## src/rtl/semaphore_pkg.sv

```systemverilog
// Shared state codes and lamp patterns for the intersection phase sequencer.
package semaphore_pkg;

  typedef enum logic [2:0] {
    ST_NS_GREEN  = 3'd0,
    ST_NS_YELLOW = 3'd1,
    ST_ALL_RED1  = 3'd2,
    ST_EW_GREEN  = 3'd3,
    ST_EW_YELLOW = 3'd4,
    ST_ALL_RED2  = 3'd5,
    ST_PED_WALK  = 3'd6,
    ST_SERVICE   = 3'd7
  } state_t;

  localparam logic [2:0] LAMP_RED = 3'b100;
  localparam logic [2:0] LAMP_YEL = 3'b010;
  localparam logic [2:0] LAMP_GRN = 3'b001;
  localparam logic [2:0] LAMP_OFF = 3'b000;

endpackage

```

## src/rtl/semaphore_ctrl_if.sv

```systemverilog
// Time-base/request inputs and lamp/debug outputs of the phase sequencer.
interface semaphore_ctrl_if;
  logic       tick;
  logic       service;
  logic       ped_req;
  logic [2:0] ns_light;
  logic [2:0] ew_light;
  logic       ped_walk;
  logic       ped_ack;
  logic [2:0] phase;

  modport master (
    output tick, service, ped_req,
    input  ns_light, ew_light, ped_walk, ped_ack, phase
  );

  modport slave (
    input  tick, service, ped_req,
    output ns_light, ew_light, ped_walk, ped_ack, phase
  );
endinterface

```

## src/rtl/phase_timer.sv

```systemverilog
// Loadable down-counter stepped by tick; expire flags a tick seen at count zero.
// Load wins over decrement; expire is combinational from the registered count.
module phase_timer #(
  parameter int               CNT_W   = 8,
  parameter logic [CNT_W-1:0] RST_VAL = '0
) (
  input  logic             clk,
  input  logic             rst_n,
  input  logic             tick,
  input  logic             load,
  input  logic [CNT_W-1:0] load_val,
  output logic             expire
);

  logic [CNT_W-1:0] cnt;

  always_ff @(posedge clk) begin
    if (!rst_n) begin
      cnt <= RST_VAL;
    end else if (load) begin
      cnt <= load_val;
    end else if (tick && (cnt != '0)) begin
      cnt <= cnt - CNT_W'(1);
    end
  end

  assign expire = tick && (cnt == '0);

endmodule

```

## src/rtl/semaphore_ctrl.sv

```systemverilog
// Intersection phase sequencer: green -> yellow -> all-red per road, optional ped walk, service flash.
// All outputs registered; a new phase shows one cycle after its terminal tick or the service edge.
module semaphore_ctrl
  import semaphore_pkg::*;
#(
  parameter int T_GREEN_NS = 6,
  parameter int T_GREEN_EW = 6,
  parameter int T_YELLOW   = 2,
  parameter int T_ALLRED   = 1,
  parameter int T_PED      = 4,
  parameter int CNT_W      = 8
) (
  input  logic             clk,
  input  logic             rst_n,
  semaphore_ctrl_if.slave  bus
);

  state_t           state, nxt_state;
  logic             ped_pending, nxt_pending;
  logic             flash, nxt_flash;
  logic             expire, load;
  logic [CNT_W-1:0] load_val;

  function automatic logic [CNT_W-1:0] dur_m1(input state_t s);
    case (s)
      ST_NS_GREEN:               return CNT_W'(T_GREEN_NS - 1);
      ST_EW_GREEN:               return CNT_W'(T_GREEN_EW - 1);
      ST_NS_YELLOW, ST_EW_YELLOW: return CNT_W'(T_YELLOW - 1);
      ST_PED_WALK:               return CNT_W'(T_PED - 1);
      ST_SERVICE:                return '0;
      default:                   return CNT_W'(T_ALLRED - 1);
    endcase
  endfunction

  phase_timer #(
    .CNT_W   (CNT_W),
    .RST_VAL (CNT_W'(T_ALLRED - 1))
  ) u_timer (
    .clk      (clk),
    .rst_n    (rst_n),
    .tick     (bus.tick),
    .load     (load),
    .load_val (load_val),
    .expire   (expire)
  );

  // Service overrides the timer; leaving service always goes through all-red.
  always_comb begin
    nxt_state = state;
    if (state != ST_SERVICE && bus.service) begin
      nxt_state = ST_SERVICE;
    end else if (state == ST_SERVICE) begin
      nxt_state = bus.service ? ST_SERVICE : ST_ALL_RED2;
    end else if (expire) begin
      case (state)
        ST_NS_GREEN:  nxt_state = ST_NS_YELLOW;
        ST_NS_YELLOW: nxt_state = ST_ALL_RED1;
        ST_ALL_RED1:  nxt_state = ST_EW_GREEN;
        ST_EW_GREEN:  nxt_state = ST_EW_YELLOW;
        ST_EW_YELLOW: nxt_state = ST_ALL_RED2;
        ST_ALL_RED2:  nxt_state = ped_pending ? ST_PED_WALK : ST_NS_GREEN;
        default:      nxt_state = ST_NS_GREEN;
      endcase
    end
  end

  always_comb begin
    load     = (nxt_state != state);
    load_val = dur_m1(nxt_state);

    nxt_pending = ped_pending;
    if (load && (nxt_state == ST_SERVICE || nxt_state == ST_PED_WALK)) begin
      nxt_pending = 1'b0;
    end else if (bus.ped_req && state != ST_PED_WALK && state != ST_SERVICE) begin
      nxt_pending = 1'b1;
    end

    nxt_flash = flash;
    if (state != ST_SERVICE && nxt_state == ST_SERVICE) begin
      nxt_flash = 1'b1;
    end else if (state == ST_SERVICE && nxt_state == ST_SERVICE && bus.tick) begin
      nxt_flash = ~flash;
    end
  end

  always_ff @(posedge clk) begin
    if (!rst_n) begin
      state        <= ST_ALL_RED2;
      ped_pending  <= 1'b0;
      flash        <= 1'b1;
      bus.ns_light <= LAMP_RED;
      bus.ew_light <= LAMP_RED;
      bus.ped_walk <= 1'b0;
      bus.ped_ack  <= 1'b0;
    end else begin
      state        <= nxt_state;
      ped_pending  <= nxt_pending;
      flash        <= nxt_flash;
      bus.ped_walk <= (nxt_state == ST_PED_WALK);
      bus.ped_ack  <= (nxt_state == ST_PED_WALK) && (state != ST_PED_WALK);
      case (nxt_state)
        ST_NS_GREEN:  begin bus.ns_light <= LAMP_GRN; bus.ew_light <= LAMP_RED; end
        ST_NS_YELLOW: begin bus.ns_light <= LAMP_YEL; bus.ew_light <= LAMP_RED; end
        ST_EW_GREEN:  begin bus.ns_light <= LAMP_RED; bus.ew_light <= LAMP_GRN; end
        ST_EW_YELLOW: begin bus.ns_light <= LAMP_RED; bus.ew_light <= LAMP_YEL; end
        ST_SERVICE: begin
          bus.ns_light <= nxt_flash ? LAMP_YEL : LAMP_OFF;
          bus.ew_light <= nxt_flash ? LAMP_YEL : LAMP_OFF;
        end
        default:      begin bus.ns_light <= LAMP_RED; bus.ew_light <= LAMP_RED; end
      endcase
    end
  end

  assign bus.phase = state;

  a_ns_grn_safe: assert property (@(posedge clk) !(bus.ns_light[0] && !bus.ew_light[2]));
  a_ew_grn_safe: assert property (@(posedge clk) !(bus.ew_light[0] && !bus.ns_light[2]));
  a_walk_safe:   assert property (@(posedge clk)
    !bus.ped_walk || (bus.ns_light == LAMP_RED && bus.ew_light == LAMP_RED));

endmodule
```

## src/flat_wrapper.sv

```systemverilog
// flat-port wrapper written by rule: the top's interface ports become plain ports
module semaphore_ctrl_flat import semaphore_pkg::*;
#(
  parameter int T_GREEN_NS = 6,
  parameter int T_GREEN_EW = 6,
  parameter int T_YELLOW   = 2,
  parameter int T_ALLRED   = 1,
  parameter int T_PED      = 4,
  parameter int CNT_W      = 8
)
  (clk, rst_n, bus_tick, bus_service, bus_ped_req, bus_ns_light, bus_ew_light, bus_ped_walk, bus_ped_ack, bus_phase);
  semaphore_ctrl_if bus_i ();
  input  logic clk;
  input  logic rst_n;
  input wire logic [$bits(bus_i.tick)-1:0] bus_tick;
  input wire logic [$bits(bus_i.service)-1:0] bus_service;
  input wire logic [$bits(bus_i.ped_req)-1:0] bus_ped_req;
  output wire logic [$bits(bus_i.ns_light)-1:0] bus_ns_light;
  output wire logic [$bits(bus_i.ew_light)-1:0] bus_ew_light;
  output wire logic [$bits(bus_i.ped_walk)-1:0] bus_ped_walk;
  output wire logic [$bits(bus_i.ped_ack)-1:0] bus_ped_ack;
  output wire logic [$bits(bus_i.phase)-1:0] bus_phase;
  assign bus_i.tick = bus_tick;
  assign bus_i.service = bus_service;
  assign bus_i.ped_req = bus_ped_req;
  assign bus_ns_light = bus_i.ns_light;
  assign bus_ew_light = bus_i.ew_light;
  assign bus_ped_walk = bus_i.ped_walk;
  assign bus_ped_ack = bus_i.ped_ack;
  assign bus_phase = bus_i.phase;
  semaphore_ctrl #(.T_GREEN_NS(T_GREEN_NS), .T_GREEN_EW(T_GREEN_EW), .T_YELLOW(T_YELLOW), .T_ALLRED(T_ALLRED), .T_PED(T_PED), .CNT_W(CNT_W)) u_core (.clk(clk), .rst_n(rst_n), .bus(bus_i));
endmodule
```

## config.mk

```make
export PLATFORM = sky130hd
export DESIGN_NAME = semaphore_ctrl_flat
export DESIGN_NICKNAME = d
export VERILOG_FILES = /design/src/rtl/semaphore_pkg.sv /design/src/rtl/semaphore_ctrl_if.sv /design/src/rtl/phase_timer.sv /design/src/rtl/semaphore_ctrl.sv /design/src/flat_wrapper.sv
export SDC_FILE = /design/constraint.sdc
export NUM_CORES = 1
export LEC_CHECK = 0
export ABC_AREA = 1
export CAP_MARGIN = 20
export CORE_UTILIZATION = 30
export DETAILED_ROUTE_END_ITERATION = 10
export GPL_TIMING_DRIVEN = 0
export PLACE_DENSITY = 0.49
export SLEW_MARGIN = 20
export SYNTH_ARGS = -nofsm -noshare
export SYNTH_HDL_FRONTEND = slang
export SYNTH_HIERARCHICAL = 1
export SYNTH_SLANG_ARGS = --single-unit
```

## constraint.sdc

```tcl
create_clock -name clk -period 6 [get_ports clk]
set_clock_uncertainty 0.2 [all_clocks]
set_input_delay 1.8 -clock clk [delete_from_list [all_inputs] [get_ports clk]]
set_output_delay 1.8 -clock clk [all_outputs]
set_load 0.005 [all_outputs]
```

==> impl_metrics.toml, run 1 <==
[status]
outcome = "completed"

[cts]
total_clock_buffers_created_by_cts = 3
max-clock-path-buffers = 2
ctsResizeCount = 0
clock_tree_from_tritoncts = "done"
clock_tree_root = "clkbuf_8"
holdBufCountCts = 0
cts.reportedPaths.clkPinSlew_ns = 0.08
clock_tree.htree_level_count = 1
postCtsSetupBuffers = 0
clock-sinks = 21
clock_latency_of_the_later_clocked_register_in_the_worst_skew_pair_ns = 0.26

[sta]
final-max-slew-violation-count = 0
final_min_period_over_clock_period = 0.716
rsz0062_at_grt = "no"
period_needed_ns = 4.30
maxClockFrequency_ghz = 0.233
finalSetupTns_ns = 0
finalHoldViolations = 0
timing.final.setup_violations = 0

[floorplanning]
chipHeight_um = 66.3
floorplan.die.width_um = 66.3
boundaryPins = 16
std_cell_rows = 22
area_inside_the_core_boundary_mm2 = 0.00380
initial_utilization = 0.326
fp.dieArea_mm2 = 0.00439

[global_route]
grt_remaining_overflow = 0
first_global_vias = 1099
gr-usage-all-layers = 0.142
pin_count_of_the_biggest_net_entering_global_routing = 14
number_of_antenna_violations_at_the_first_check_in_global_routing = 0
wire_length_of_the_first_global_routing_pass_um = 4770

[setup_path]
cp_required_ns = 6.00
end_kind = "register"
worst-path-max-fanout = 10
critical-path-slowest-cell = "clkdlybuf4s50_1"
r2r_start = "u_core/u_timer/cnt[0]"
criticalPathCategory = "in -> reg"
largest_stage_delay_on_the_critical_path_ns = 0.57
reg2reg_setup_slack_ns = 2.89
reg2regPathDepth = 19
worst_path_most_repeated_cell = "nor2_1"
path_cells = "clkdlybuf4s50_1 > nor3b_1 > inv_1 > nand2_1 > nand2_1 > nor2_1 > a21oi_1 > nor2_1 > nand3_1 > inv_2 > buf_2 > nor2_1 > nor2_1 > o21ai_1 > nor2_1"
critical_path.startpoint_type = "input port"
r2r_end = "u_core/u_timer/cnt[6]"
cp.arrival_ns = 4.30

[yosys]
syn_avg_cell_area_um2 = 6.49
most_frequent_cell_after_synthesis = "nand2_1"
synth_top_area_cell = "dfxtp_1"
postSynthRegisterBits = 21
asyncSetResetFlopFracSynth = 0
synth_sequential_area_ratio = 0.339
synth-edff-count = 0
synth.top_cell.area_share = 0.339
syn_area_mm2 = 0.00124
post_synth_num_cell_types = 25
post_synth_inst_count = 191
synthesis.yosys.warnings = 6
synth.cells.most_frequent = "nand2_1 (41), nor2_1 (35), inv_1 (22), dfxtp_1 (21), nand3_1 (16)"
synth.top_cells.by_area = "dfxtp_1 (34%), nand2_1 (12%), nor2_1 (11%)"
synth_flop_cell = "dfxtp_1"

[detailed_routing]
totalWireLength_um = 2640
postRouteAntennaNets = 0
routed_wire_length_per_instance_um = 10.1
num_vias = 1121
via_cell_ratio = 4.28
drt-initial-drc-count = 60
remaining_drc_errors = 0
dr.pass1.iters = 4

[hold_path]
min_delay_startpoint = "u_core/u_timer/cnt[1]"
hold_path_depth = 2
hold_path_end = "u_core/u_timer/cnt[1]"
worstHoldPathType = "reg -> reg"

[pwr]
vdd_drop_max_mv = 0.113
leakagePower_nw = 0.747
power-per-cell-area_mw_per_mm2 = 259

[cells_and_area]
ant_cells = 0
final_nets = 221
layout_cells_sized_above_1 = 0.154
syn2layout_area_growth_pct = 22.1
layout.cell_area.non_filler_mm2 = 0.00151

[run]
max_cap_viol_count = 0

[placement]
gp_routability_congestion = 0.810
dpl_cell_area_mm2 = 0.00146
hpwl_um = 2090
port_buffers = 15
worst max path at each step:
stage	start	end	slack (ns)	cells past startpoint
floorplan	bus_tick	u_core/u_timer/cnt[4]	2.34	15
global placement	bus_tick	u_core/u_timer/cnt[6]	1.36	15
detailed placement	bus_tick	u_core/u_timer/cnt[6]	1.37	15
CTS	bus_tick	u_core/u_timer/cnt[6]	1.66	15
global route	bus_tick	u_core/u_timer/cnt[6]	1.32	15
finish	bus_tick	u_core/u_timer/cnt[6]	1.70	15
power breakdown:
part	internal, mW	switching, mW
Clock	0.0469	0.0495
Sequential	0.153	0.0126
Combinational	0.0493	0.0803
stage by stage:
stage / setup WS, ns / util / hold slack, ns / cells / power, mW
after floorplan: 2.34 / - / 0.288 / 195 / 0.265
after global placement: 1.36 / 0.385 / 0.304 / 258 / 0.296
after detailed placement: 1.37 / 0.385 / 0.318 / 258 / 0.298
after CTS: 1.66 / 0.398 / 0.331 / 262 / 0.397
after global routing: 1.32 / 0.398 / 0.361 / 262 / 0.425
final: 1.70 / 0.398 / 0.328 / 262 / 0.391
critical path, delay by kind of cell:
| family | cells | cell delay, ns |
|---|---|---|
| and+or+nand+nor | 9 | 1.25 |
| buffers and inverters | 4 | 1.09 |
| AOI/OAI and AO/OA | 2 | 0.16 |
cells in the final DEF, fill, tap and decap left out, types with 2 or more instances in the layout:
master and instances:
a21oi_1 5, buf_2 2, clkbuf_8 3, clkdlybuf4s50_1 15, conb_1 5, dfxtp_1 21, inv_1 22, inv_2 4
nand2_1 41, nand2_2 5, nand2_4 5, nand3_1 16, nor2_1 35, nor2_2 6, o21ai_0 7, o21ai_1 5
or2_2 3, xor2_1 4
cell families after synthesis:
group	count (synthesis)	share of synthesized area
buf+inv	30	0.0939
flops	21	0.339
fa+ha+maj	1	0.0101
other cells	1	0.00303
simple gates	114	0.430
compound gates	19	0.0818
xor+xnor	5	0.0414
area by class of cell:
class	count	area, um^2
inverters	28	106
clock buffers	3	41.3
fillers	409	2290
multi-input cells	144	717
clock inverters	1	7.51
repair buffers	15	150
well taps	48	60.1
plain buffers	2	10.0
flip-flops and latches	21	420
flip-flops by register name, indices dropped and copies added, names as in the netlist:
signal / flops
u_core/bus.ew_light: 3
u_core/bus.ped_walk: 1
u_core/ped_pending: 1
u_core/bus.ped_ack: 1
u_core/flash: 1
u_core/bus.phase: 3
u_core/u_timer/cnt: 8
u_core/bus.ns_light: 3
per-layer routing:
metal | global-route usage | vias to the layer above | routed length (um)
li1 | - | 627 | -
met1 | 0.190 | 471 | 1450
met2 | 0.230 | 21 | 1070
met3 | 0.0155 | 2 | 95
met4 | 0.0559 | 0 | 25
met5 | 0 | - | 0
Note: power is estimated with default switching activity, not from simulation.
==> run 2: changes to the inputs <==
==> constraint.sdc (replaced) <==
create_clock -name clk -period 4.36 [get_ports clk]
set_clock_uncertainty 0.2 [all_clocks]
set_input_delay 1.308 -clock clk [delete_from_list [all_inputs] [get_ports clk]]
set_output_delay 1.308 -clock clk [all_outputs]
set_load 0.005 [all_outputs]
==> results of run 2 <==
The final DEF is identical to that of run 1. Status: completed.
Among the figures that moved: setup slack after placement 1.37 ns -> 0.226 ns; setup slack after layout 1.70 ns -> 0.554 ns; register-to-register setup slack 2.89 ns -> 1.25 ns; total power 0.391 mW -> 0.539 mW; worst IR drop on VDD 0.113 mV -> 0.155 mV
